File: src/rtl/lcd_ctrl.sv
`timescale 1ns/1ps
`default_nettype none
// +--------------------------------------------------------------------------+
// | Module      : lcd_ctrl                                                   |
// | Description : HD44780-compatible 16x2 character LCD driver, 8-bit,       |
// |               write-only. Runs the power-on init sequence once, then     |
// |               refreshes both display lines from an external string ROM.  |
// | Revision    : 1.0 - initial release                                      |
// +--------------------------------------------------------------------------+
// | Ports                                                                    |
// |   clk        in   1  system clock                                         |
// |   rst        in   1  synchronous, active-high reset                       |
// |   char_in    in   8  ASCII byte from the string ROM (1-cycle latency)     |
// |   refresh    in   1  start next frame (only with LCD_FRAME_SYNC_EN)       |
// |   index      out  5  character position, 0-15 line 1, 16-31 line 2       |
// |   lcd_e      out  1  LCD enable strobe                                   |
// |   lcd_rs     out  1  0 = command, 1 = data                               |
// |   lcd_rw     out  1  always 0 (write only)                               |
// |   lcd_data   out  8  LCD DB[7:0]                                         |
// |   init_done  out  1  high once the init sequence has completed           |
// |   frame_done out  1  one-cycle pulse at the end of each frame            |
// | Build option                                                             |
// |   LCD_FRAME_SYNC_EN : when defined, adds the refresh input and parks the |
// |                       FSM in IDLE after every frame until refresh=1.     |
// |                       Undefined (default): free-running refresh.         |
// +--------------------------------------------------------------------------+
module lcd_ctrl #(
  parameter int unsigned INIT_WAIT = 750000,
  parameter int unsigned T_SU      = 4,
  parameter int unsigned E_PULSE   = 12,
  parameter int unsigned CMD_WAIT  = 2500,
  parameter int unsigned CLR_WAIT  = 82000
) (
  input  logic       clk,
  input  logic       rst,
  input  logic [7:0] char_in,
`ifdef LCD_FRAME_SYNC_EN
  input  logic       refresh,
`endif
  output logic [4:0] index,
  output logic       lcd_e,
  output logic       lcd_rs,
  output logic       lcd_rw,
  output logic [7:0] lcd_data,
  output logic       init_done,
  output logic       frame_done
);

  function automatic int unsigned max_of(input int unsigned a, input int unsigned b);
    return (a > b) ? a : b;
  endfunction

  // One shared counter covers every delay; it only ever counts up to
  // (largest delay - 1), so $clog2 of the largest delay is enough bits.
  localparam int unsigned CNT_MAX = max_of(max_of(max_of(INIT_WAIT, T_SU),
                                                  max_of(E_PULSE, CMD_WAIT)),
                                           CLR_WAIT);
  localparam int unsigned CNT_W   = (CNT_MAX > 1) ? $clog2(CNT_MAX) : 1;

  localparam logic [CNT_W-1:0] INIT_LAST  = CNT_W'(INIT_WAIT - 1);
  localparam logic [CNT_W-1:0] SU_LAST    = CNT_W'(T_SU - 1);
  localparam logic [CNT_W-1:0] EP_LAST    = CNT_W'(E_PULSE - 1);
  localparam logic [CNT_W-1:0] CMD_LAST   = CNT_W'(CMD_WAIT - 1);
  localparam logic [CNT_W-1:0] CLR_LAST   = CNT_W'(CLR_WAIT - 1);
  // char_in reflects the new index one cycle after SETUP entry, so it is
  // captured at the end of SETUP cycle 1.
  localparam logic [CNT_W-1:0] DATA_LATCH = CNT_W'(1);

  localparam logic [7:0] CMD_FUNC_SET = 8'h38;  // 8-bit bus, 2 lines, 5x8 font
  localparam logic [7:0] CMD_DISP_ON  = 8'h0C;  // display on, cursor off
  localparam logic [7:0] CMD_ENTRY    = 8'h06;  // auto-increment, no shift
  localparam logic [7:0] CMD_CLEAR    = 8'h01;  // clear display (long execution)
  localparam logic [7:0] CMD_ADDR1    = 8'h80;  // DDRAM address 0x00
  localparam logic [7:0] CMD_ADDR2    = 8'hC0;  // DDRAM address 0x40

  localparam logic [4:0] LINE1_LAST = 5'd15;
  localparam logic [4:0] LINE2_FIRST = 5'd16;
  localparam logic [4:0] LINE2_LAST = 5'd31;

  typedef enum logic [3:0] {
    S_PWR_WAIT = 4'd0,
    S_FUNC_SET = 4'd1,
    S_DISP_ON  = 4'd2,
    S_ENTRY    = 4'd3,
    S_CLEAR    = 4'd4,
    S_ADDR1    = 4'd5,
    S_LINE1    = 4'd6,
    S_ADDR2    = 4'd7,
    S_LINE2    = 4'd8,
    S_IDLE     = 4'd9
  } state_t;

  typedef enum logic [1:0] {
    P_SETUP = 2'd0,
    P_EHIGH = 2'd1,
    P_WAIT  = 2'd2
  } phase_t;

  state_t           r_state;
  phase_t           r_phase;
  logic [CNT_W-1:0] r_cnt;

  // Successor of the current step: what the next byte is (or IDLE).
  state_t           w_nxt_state;
  logic             w_nxt_is_byte;
  logic             w_nxt_is_data;
  logic [7:0]       w_nxt_cmd;
  logic [4:0]       w_nxt_index;
  logic             w_end_of_frame;
  logic [CNT_W-1:0] w_wait_last;

  assign w_wait_last = (r_state == S_CLEAR) ? CLR_LAST : CMD_LAST;

  always_comb begin
    w_nxt_state    = S_PWR_WAIT;
    w_nxt_is_byte  = 1'b1;
    w_nxt_is_data  = 1'b0;
    w_nxt_cmd      = 8'h00;
    w_nxt_index    = index;
    w_end_of_frame = 1'b0;
    case (r_state)
      S_PWR_WAIT: begin
        w_nxt_state = S_FUNC_SET;
        w_nxt_cmd   = CMD_FUNC_SET;
      end
      S_FUNC_SET: begin
        w_nxt_state = S_DISP_ON;
        w_nxt_cmd   = CMD_DISP_ON;
      end
      S_DISP_ON: begin
        w_nxt_state = S_ENTRY;
        w_nxt_cmd   = CMD_ENTRY;
      end
      S_ENTRY: begin
        w_nxt_state = S_CLEAR;
        w_nxt_cmd   = CMD_CLEAR;
      end
      S_CLEAR: begin
        w_nxt_state = S_ADDR1;
        w_nxt_cmd   = CMD_ADDR1;
      end
      S_ADDR1: begin
        w_nxt_state   = S_LINE1;
        w_nxt_is_data = 1'b1;
        w_nxt_index   = 5'd0;
      end
      S_LINE1: begin
        if (index == LINE1_LAST) begin
          w_nxt_state = S_ADDR2;
          w_nxt_cmd   = CMD_ADDR2;
        end else begin
          w_nxt_state   = S_LINE1;
          w_nxt_is_data = 1'b1;
          w_nxt_index   = index + 5'd1;
        end
      end
      S_ADDR2: begin
        w_nxt_state   = S_LINE2;
        w_nxt_is_data = 1'b1;
        w_nxt_index   = LINE2_FIRST;
      end
      S_LINE2: begin
        if (index == LINE2_LAST) begin
          w_end_of_frame = 1'b1;
`ifdef LCD_FRAME_SYNC_EN
          w_nxt_state    = S_IDLE;
          w_nxt_is_byte  = 1'b0;
`else
          w_nxt_state    = S_ADDR1;
          w_nxt_cmd      = CMD_ADDR1;
`endif
        end else begin
          w_nxt_state   = S_LINE2;
          w_nxt_is_data = 1'b1;
          w_nxt_index   = index + 5'd1;
        end
      end
      S_IDLE: begin
        w_nxt_state = S_ADDR1;
        w_nxt_cmd   = CMD_ADDR1;
      end
      default: begin
        w_nxt_state   = S_PWR_WAIT;
        w_nxt_is_byte = 1'b0;
      end
    endcase
  end

  // Go-to-next-step request, raised where the current step is complete.
  logic w_advance;

  always_comb begin
    w_advance = 1'b0;
    case (r_state)
      S_PWR_WAIT: w_advance = (r_cnt == INIT_LAST);
`ifdef LCD_FRAME_SYNC_EN
      S_IDLE:     w_advance = refresh;
`else
      S_IDLE:     w_advance = 1'b1;
`endif
      default:    w_advance = (r_phase == P_WAIT) && (r_cnt == w_wait_last);
    endcase
  end

  always_ff @(posedge clk) begin
    if (rst) begin
      r_state    <= S_PWR_WAIT;
      r_phase    <= P_SETUP;
      r_cnt      <= '0;
      index      <= 5'd0;
      lcd_e      <= 1'b0;
      lcd_rs     <= 1'b0;
      lcd_rw     <= 1'b0;
      lcd_data   <= 8'h00;
      init_done  <= 1'b0;
      frame_done <= 1'b0;
    end else begin
      lcd_rw     <= 1'b0;
      frame_done <= 1'b0;

      if (w_advance) begin
        // Start the next step; every byte begins in SETUP with E low.
        r_state    <= w_nxt_state;
        r_phase    <= P_SETUP;
        r_cnt      <= '0;
        lcd_e      <= 1'b0;
        index      <= w_nxt_index;
        frame_done <= w_end_of_frame;
        if (r_state == S_CLEAR) begin
          init_done <= 1'b1;
        end
        // Entering IDLE leaves RS/DB untouched so the bus stays quiet.
        if (w_nxt_is_byte) begin
          lcd_rs <= w_nxt_is_data;
          if (!w_nxt_is_data) begin
            lcd_data <= w_nxt_cmd;
          end
        end
      end else if (r_state == S_PWR_WAIT) begin
        r_cnt <= r_cnt + CNT_W'(1);
      end else if (r_state != S_IDLE) begin
        case (r_phase)
          P_SETUP: begin
            // Only data bytes have RS high during SETUP.
            if (lcd_rs && (r_cnt == DATA_LATCH)) begin
              lcd_data <= char_in;
            end
            if (r_cnt == SU_LAST) begin
              r_phase <= P_EHIGH;
              r_cnt   <= '0;
              lcd_e   <= 1'b1;
            end else begin
              r_cnt <= r_cnt + CNT_W'(1);
            end
          end
          P_EHIGH: begin
            if (r_cnt == EP_LAST) begin
              r_phase <= P_WAIT;
              r_cnt   <= '0;
              lcd_e   <= 1'b0;
            end else begin
              r_cnt <= r_cnt + CNT_W'(1);
            end
          end
          P_WAIT: begin
            r_cnt <= r_cnt + CNT_W'(1);
          end
          default: begin
            r_phase <= P_WAIT;
            r_cnt   <= '0;
            lcd_e   <= 1'b0;
          end
        endcase
      end
    end
  end

endmodule
`default_nettype wire
File: config.mk
export PLATFORM = sky130hd
export DESIGN_NAME = lcd_ctrl
export DESIGN_NICKNAME = d
export VERILOG_FILES = /design/src/rtl/lcd_ctrl.sv
export SDC_FILE = /design/constraint.sdc
export NUM_CORES = 1
export LEC_CHECK = 0
export CAP_MARGIN = 20
export CORE_MARGIN = 3
export CORE_UTILIZATION = 50
export DETAILED_ROUTE_END_ITERATION = 6
export PLACE_DENSITY = 0.85
export SLEW_MARGIN = 20
export SYNTH_ARGS = -nofsm -noshare
export SYNTH_HDL_FRONTEND = slang
export SYNTH_SLANG_ARGS = --single-unit
File: constraint.sdc
create_clock -name clk -period 2.5 [get_ports clk]
set_input_delay 0.5 -clock clk [delete_from_list [all_inputs] [get_ports clk]]
set_output_delay 0.5 -clock clk [all_outputs]
set_load 0.005 [all_outputs]
======== Word level (Yosys, flattened, before mapping) ========
Index checks and enable logic that the tools add are counted.
Widths: inputs -> output; s select.
operators by class
  bitwise logic cells ..................... 4
  $add $sub $neg .......................... 2
  reduce and logical (&&, ||, !) cells .... 19
  multiplexer cells ....................... 34
  equality and inequality tests ........... 26
operators by type and width
  operator               count
  $mux 20                4
  $mux 8                 9
  $pmux 20 s3            1
  $pmux 8 s7             1
  $pmux 4 s9             1
  $add 20x1->20 const B  1
  $eq 20x1->1 const B    1
  $eq 20x17->1           1
  $eq 20x2->1 const B    1
  $eq 20x20->1 const B   1
  $eq 20x4->1 const B    1
  $pmux 5 s4             1
  $mux 17                1
  $eq 4x3->1 const B     4
  $ne 2x2->1 const B     7
  $mux 5                 2
  $reduce_or 10->1       1
  $eq 4x2->1 const B     2
  $eq 4x4->1 const B     2
  $reduce_bool 2->1      4
  $mux 1                 7
  $pmux 1 s3             2
  $pmux 2 s3             1
  $reduce_and 6->1       1
  other kinds (20)       28
storage, ports and cells
  output and inout port bits .............. 18
  logic and storage cells ................. 94
  flip-flop bits (word level) ............. 43
  bits of input ports ..................... 10

======== Depth between registers and ports, before layout ========
Gate-level depths: netlist (run 1).
  depth after elaboration ................. 7
  gate-level depth with buffers ........... 9
  mapped depth without buffers ............ 9

======== Worst setup path after synthesis (run 1) ========
OpenSTA, ideal clock, no wires.
  path type ............................... register to register
  from .................................... register r_cnt[2]
  to ...................................... register index[3]
  data arrival time ....................... 2,357 ps
  buffers on the path ..................... 2
  setup slack ............................. 47 ps
  setup time .............................. 96 ps
  cell stages (with the launch flop) ...... 9
  data required time ...................... 2,404 ps
  clock period less this slack ............ 2,453 ps
  path through ............................ dfxtp_1 buf_6 or4_1 nor4b_2 o2111ai_2 and2_1 buf_6 or3b_4 o41ai_2
between the ends
  word-level cells in the longest chain between the ends .. 4
  elaborated cells on any way between the ends .. 5
  those cells by class .................... eq/ne (2); mux (1); reduce/logical (2)
RTL lines
  item                          RTL line  text
  start: declaration            101       logic [CNT_W-1:0] r_cnt;
  start signal: assignment      240       r_cnt <= r_cnt + CNT_W'(1);
  start signal: assignment      253       r_cnt <= r_cnt + CNT_W'(1);
  start signal: assignment      262       r_cnt <= r_cnt + CNT_W'(1);
  $eq 20x17->1                  201       default: w_advance = (r_phase == P_WAIT) && (r_cnt == w_wait_last);
  $logic_and 1x1->1             201
  $pmux 1 s2 *                  194       case (r_state)
  $reduce_and 4->1 (no line) *  -
  end signal: assignment        227       index <= w_nxt_index;
  end: declaration              40        output logic [4:0] index,
Every way passes the cells marked *; elsewhere a longest branch is shown, timed or not.
A chain may end at the register's enable or synchronous reset.

======== Worst setup path after layout (run 1) ========
  from .................................... register r_cnt[3]
  to ...................................... register index[3]
Same word-level chain as after synthesis.

==> flow_summary.yaml, run 1 <==
yosys:
  ys_warn_count: 0
  yosys_register_bits: 42
  yosysSeqAreaShare_pct: 35.8
  synth.distinct_cells: 55
  synthFlopType: "dfxtp_1"
  netlist_area_um2: 2350
  syn_nets: 307
  syn_avg_cell_area_um2: 8.04
  synth_edf_count: 0
  async_flop_share_pct: 0
  netlist_instances: 292
place:
  dp_hpwl_um: 4250
  place_ws_ns: 0.114
  numPortBuffers: 26
  gp_congestion: 0.847
sta:
  relSlewSlack_pct: 63.1
  fin_ws_ns: 0.178
  slew_violations: 0
  min_period_over_period_pct: 92.9
  timing.hold.ws_ns: 0.475
  fin_worst_skew_ns: 0.00867
  rsz0062_at_grt: "no"
  post-route-min-period_ns: 2.32
  tightest_slew_ns: 0.549
  hold_viol_final: 0
  finalSetupViolCount: 0
  fin_setup_tns_ns: 0
  fmax_mhz: 431
routing:
  drt_first_pass_iters: 4
  drt_iter0_markers: 127
  avgViaCountPerCell: 5.86
  finalWirelength_um: 5710
  via_count: 2238
  drc_errors: 0
  ant_nets: 0
  wire_per_inst_um: 14.9
cells_and_area:
  drive_above_1_share_pct: 10.9
  insertedDiodeCount: 0
  fill_cells: 368
  finalNetCount: 345
  layout_common_cells: "dfxtp_1, nor2_1, nand2_1, clkdlybuf4s50_1, buf_4"
  final_common_cell: "dfxtp_1"
  syn_to_final_growth_pct: 23.7
  post-route-util_pct: 65.3
run_status:
  status: "complete, no violations"
clock_network:
  worst_skew_pair.late_latency_ns: 0.30
  holdBufCountCts: 0
  htreeDepth: 2
  cts_tree: "built"
  postCtsSetupRepairBufs: 0
  cts.sinks: 42
  cts_root_buf: "clkbuf_8"
  cts_resized: 0
  clkSlewWorstSetupHoldPaths_ns: 0.08
  clockBufferDepth: 2
  cts_buffers: 5
floorplan:
  die_height_um: 74.5
  die_w_um: 74.5
  initial_utilization_pct: 52.8
  rows: 24
  die_area_um2: 5560
  ios: 28
  core_um2: 4440
power_and_ir_drop:
  power.density_nw_per_um2: 445
  p_total_mw: 1.29
  p_sw_share_pct: 21.0
  ir_worst_vdd_mv: 0.359
  pwr-share-seq_pct: 52.3
  combinationalPowerShare_pct: 4.4
  internal_power_mw: 1.02
  clkPwrFrac_pct: 43.2
  p_leak_nw: 1.07
  p_switching_mw: 0.271
min_path:
  hp-start: "init_done$_SDFFE_PP0P_"
  min_to: "init_done$_SDFFE_PP0P_"
  hp-class: "reg2reg"
  hold_depth: 2
critical_path:
  worstReg2RegStart: "r_cnt[3]$_SDFFE_PP0P_"
  critPathCaptureType: "flop"
  crit_type: "reg2reg"
  r2r-end: "index[3]$_SDFFE_PP0P_"
  critPathMaxFanout: 7
  reg2reg_slack_ns: 0.18
  worstPathRequired_ns: 2.71
  cp_data_arrival_time_ns: 2.54
  reg2reg_depth: 6
  critPathLaunchType: "flop"
global_routing:
  grt_max_degree: 20
  grt_pass1_wl_um: 9970
  grt_usage_pct: 23.4
  grt_pass1_vias: 2223
  antenna_found_initial: 0
  gr-total-overflow: 0
flow_run:
  cap_violations: 0
-- critical path, stage by stage, from the launching register on --
cell and delay [ns]:
dfxtp_1 0.38, or4_1 0.54, nor4b_2 0.30, o2111ai_2 0.15
and2_1 0.18, or3b_4 0.42, o41ai_2 0.27
-- through the flow --
| step | area [µm²] | std cells |
|---|---|---|
| floorplan | 2350 | 292 |
| global placement | 2780 | 375 |
| detailed placement | 2780 | 375 |
| CTS | 2890 | 382 |
| global route | 2900 | 382 |
| finish | 2900 | 382 |
-- flip-flops by register name (all words and copies together), names as in the netlist --
name / count
r_cnt: 20
lcd_data: 8
index: 5
r_state: 4
r_phase: 2
frame_done: 1
init_done: 1
lcd_rs: 1
-- cells in the mapped netlist, types with 2 or more instances --
master	number	share of area (%)
and3_1	4	1.1
and2_1	3	0.80
a22oi_1	2	0.64
o21bai_1	2	0.64
buf_2	2	0.43
and4_1	2	0.75
a21oi_1	12	2.6
nand2_1	26	4.2
o221a_1	2	0.96
nand3_1	15	3.2
nor3_1	10	2.1
nor2_1	39	6.2
nor4_1	5	1.3
a211oi_1	13	4.2
or4_1	4	1.3
nand4_1	3	0.80
a31oi_1	4	1.1
mux2i_1	4	1.7
nor4b_1	4	1.5
o21a_1	2	0.64
xor2_1	10	3.7
o31ai_1	2	0.64
clkbuf_1	11	1.8
o21ai_0	6	1.3
ha_1	5	2.7
buf_6	2	0.96
inv_1	13	2.1
nand2b_1	2	0.53
dfxtp_1	42	36
nor3b_1	2	0.64
nor2b_1	6	1.6
xnor2_1	10	3.7
-- kinds of logic after synthesis --
kind of cell             synth area share [%]
AO/OA/AOI/OAI                            17.8
flip-flops                               35.8
XOR/XNOR                                 7.46
AND/OR/NAND/NOR                          28.7
buffers and inverters                    5.70
adder cells (fa/ha/maj)                  2.66
multiplexers                             1.70
other                                   0.160
-- metal layers --
metal	routed length, µm	track usage, %	part of all wire, %	vias up
met3	282	6.35	4.9	15
met1	2520	28.1	44	1052
met4	170	12.3	3.0	0
met5	0	0	0	-
li1	-	-	-	1112
met2	2740	38.2	48	59
-- power groups by stage --
stage                     sequential, mW  combinational (mW)  clock, mW
after floorplan                    0.692              0.0310          0
after global placement             0.692              0.0554          0
after detailed placement           0.692              0.0562          0
after CTS                          0.677              0.0567      0.568
after global routing               0.678              0.0641      0.595
final                              0.677              0.0571      0.559
-- final cells by class --
| cell class | count | area (µm²) | area share (%) |
|---|---|---|---|
| multi-input combinational | 220 | 1390 | 47.7 |
| sequential | 42 | 841 | 29.0 |
| timing repair buffer | 48 | 450 | 15.5 |
| clock buffer | 6 | 82.6 | 2.84 |
| tap | 52 | 65.1 | 2.24 |
| inverter | 13 | 48.8 | 1.68 |
| clock inverter | 1 | 30.0 | 1.03 |
-- how the worst max path moves through the flow --
stage                     startpoint                    end  slack (ns)  cells past startpoint
2_1_floorplan  r_cnt[2]$_SDFFE_PP0P_  index[3]$_SDFFE_PP0P_        0.05                      8
4_1_cts        r_cnt[0]$_SDFFE_PP0P_  index[3]$_SDFFE_PP0P_        0.08                      8
3_3_place_gp   r_cnt[0]$_SDFFE_PP0P_  index[3]$_SDFFE_PP0P_        0.23                      8
3_5_place_dp   r_cnt[0]$_SDFFE_PP0P_  index[3]$_SDFFE_PP0P_        0.11                      8
6_report       r_cnt[3]$_SDFFE_PP0P_  index[3]$_SDFFE_PP0P_        0.18                      6
5_1_grt        r_cnt[1]$_SDFFE_PP0P_  index[3]$_SDFFE_PP0P_       0.001                      8
No activity file was read; power rests on OpenSTA's default activity.
==> run 2: changes to the inputs <==
--- a/config.mk
+++ b/config.mk
@@ -9,6 +9,7 @@
 export CORE_MARGIN = 3
 export CORE_UTILIZATION = 50
 export DETAILED_ROUTE_END_ITERATION = 6
+export GPL_TIMING_DRIVEN = 0
 export PLACE_DENSITY = 0.85
 export SLEW_MARGIN = 20
 export SYNTH_ARGS = -nofsm -noshare
==> run 2 against run 1 <==
  * The flow now finishes with violations (DRC)
  * Clock power is 20% lower
  * Clock skew up 0.0020 ns
  * Hold slack gained 0.0099 ns
  * Critical path type unchanged
  * Non-clock buffer count decreased by 4
  * Wire length is 0.30% lower
  * Clock-buffer cell count up 1
  * Critical path depth is 2 higher
==> flow_summary.yaml, run 2 (synthesized netlist as in run 1, its figures left out) <==
cells_and_area:
  syn_to_final_growth_pct: 22.4
  drive_above_1_share_pct: 10.4
  multi_input_area_um2: 1470
  reg.largest.list: "r_cnt x20, lcd_data x8, index x5"
  layout_common_cells: "dfxtp_1, nor2_1, nand2_1, clkdlybuf4s50_1, nand3_1"
  final_common_cell: "dfxtp_1"
  post-route-util_pct: 64.7
  finalNetCount: 341
  regMostFlops: "r_cnt"
  design_area_um2: 2880
  largest_reg_flops: 20
  fill_cells: 373
  regArea_um2: 842
  insertedDiodeCount: 0
sta:
  tightest_slew_ns: 0.974
  slew_violations: 0
  hold_viol_final: 0
  min_period_over_period_pct: 95.1
  fmax_mhz: 421
  timing.hold.ws_ns: 0.485
  rsz0062_at_grt: "yes"
  post-route-min-period_ns: 2.38
  fin_worst_skew_ns: 0.0107
  fin_ws_ns: 0.123
  finalSetupViolCount: 0
  relSlewSlack_pct: 34.9
routing:
  drt_iter0_markers: 278
  drc_errors: 2
  via_count: 2276
  drt_first_pass_iters: 7
  wire_per_inst_um: 15.0
  ant_nets: 0
  avgViaCountPerCell: 6.01
  finalWirelength_um: 5690
global_routing:
  gr-total-overflow: 0
  grt.met2_usage_pct: 35.3
  grt_usage_pct: 21.9
  use_met1_pct: 27.2
  grt.met3_usage_pct: 5.68
  grt_pass1_vias: 2161
  grt-busiest-layer: "met2"
  grt_pass1_wl_um: 9440
  antenna_found_initial: 0
  grt_max_degree: 13
place:
  gp_congestion: 0.944
  dp_hpwl_um: 4060
  place_area_um2: 2660
  place_ws_ns: -0.304
  numPortBuffers: 25
power_and_ir_drop:
  p_leak_nw: 1.01
  p_total_mw: 1.18
  power.density_nw_per_um2: 410
  ir_worst_vdd_mv: 0.313
floorplan:
  ios: 28
  initial_utilization_pct: 52.8
  die_w_um: 74.5
  die_area_um2: 5560
  rows: 24
  die_height_um: 74.5
  core_um2: 4440
run_status:
  failed_checks: "DRC"
  status: "finished, violations left"
critical_path:
  cp_slowest_cell: "dfxtp_1"
  r2r-end: "r_cnt[1]$_SDFFE_PP0P_"
  crit_family: "simple AND/OR/NAND/NOR gates"
  crit_top_cell: "nor4b_4"
  critPathLaunchType: "flop"
  critPathCaptureType: "flop"
  reg2reg_slack_ns: 0.12
  crit_type: "reg2reg"
  max_stage_delay_ns: 0.47
  worstReg2RegStart: "r_state[1]$_SDFFE_PP0N_"
  crit_path_end: "r_cnt[1]$_SDFFE_PP0P_"
  worstSetupPathDepth: 8
  worstPathRequired_ns: 2.70
  critPathMaxFanout: 10
  path_cells: "nor4b_4 -> nor4b_4 -> o2111ai_2 -> buf_4 -> nand3_1 -> or2_1 -> clkbuf_2 -> a211oi_1"
  crit_path_start: "r_state[1]$_SDFFE_PP0N_"
  cp_data_arrival_time_ns: 2.58
  cp_num_buf_inv: 2
  reg2reg_depth: 8
clock_network:
  cts_root_buf: "clkbuf_8"
  cts_tree: "built"
  cts.sinks: 42
  clkSlewWorstSetupHoldPaths_ns: 0.08
  htreeDepth: 2
  cts_buffers: 5
  clockBufferDepth: 2
  worst_skew_pair.late_latency_ns: 0.29
flow_run:
  cap_violations: 0
min_path:
  hp-start: "init_done$_SDFFE_PP0P_"
  hp-class: "reg2reg"
[run 2: changes by cell type in the layout (fill, tap and decap cells not counted), sizes merged]
cell	change
clkinv	+1
clkdlybuf4s50	-1
buf	-13
clkbuf	+11
bufinv	-1
[run 2: what timing repair did]
| item | 4_1_cts | 5_1_grt |
|---|---|---|
| pin swaps | 2 | 5 |
| resized for setup | 9 | 13 |
| buffers inserted | 2 | 1 |
| hold buffers | 0 | 0 |
| endpoints found under the setup margin | 37 | 37 |
[run 2: worst min-delay path by stage]
stage,cells past startpoint,to
finish,2,init_done$_SDFFE_PP0P_
global placement,2,init_done$_SDFFE_PP0P_
global route,1,index[3]$_SDFFE_PP0P_
detailed placement,2,init_done$_SDFFE_PP0P_
CTS,2,init_done$_SDFFE_PP0P_
floorplan,2,init_done$_SDFFE_PP0P_
[run 2: report_power, final]
group	switching (mW)	total, mW	internal, mW	leakage [nW]
logic	0.0292	0.0571	0.0280	0.623
clock network	0.222	0.445	0.223	0.0482
registers	0.00428	0.677	0.673	0.339
[run 2: tightest hold or removal path, stage by stage (launching register included)]
cell and delay (ns):
dfxtp_1 0.33, a21oi_1 0.04, nor2_1 0.07
[run 2: metal layers]
layer | share of wire, % | routed length [µm] | up-vias
met2 | 49 | 2800 | 84
met4 | 1.5 | 88 | 0
met5 | 0 | 0 | -
met3 | 6.7 | 381 | 9
met1 | 42 | 2420 | 1075
li1 | - | - | 1108
[run 2: metrics by stage]
step	cells	setup TNS, ns
after floorplan	292	0
final	379	0
after global placement	369	-1.66
after global routing	379	-0.107
after CTS	379	-0.0281
after detailed placement	369	-3.76
[run 2: area by class of cell]
type                            instances  area share [%]
Multi-Input combinational cell        220            51.0
Sequential cell                        42            29.3
Timing Repair Buffer                   28            9.49
Buffer                                 16            3.13
Clock buffer                            7            3.00
Tap cell                               52            2.26
Inverter                               13            1.70
Clock inverter                          1           0.174
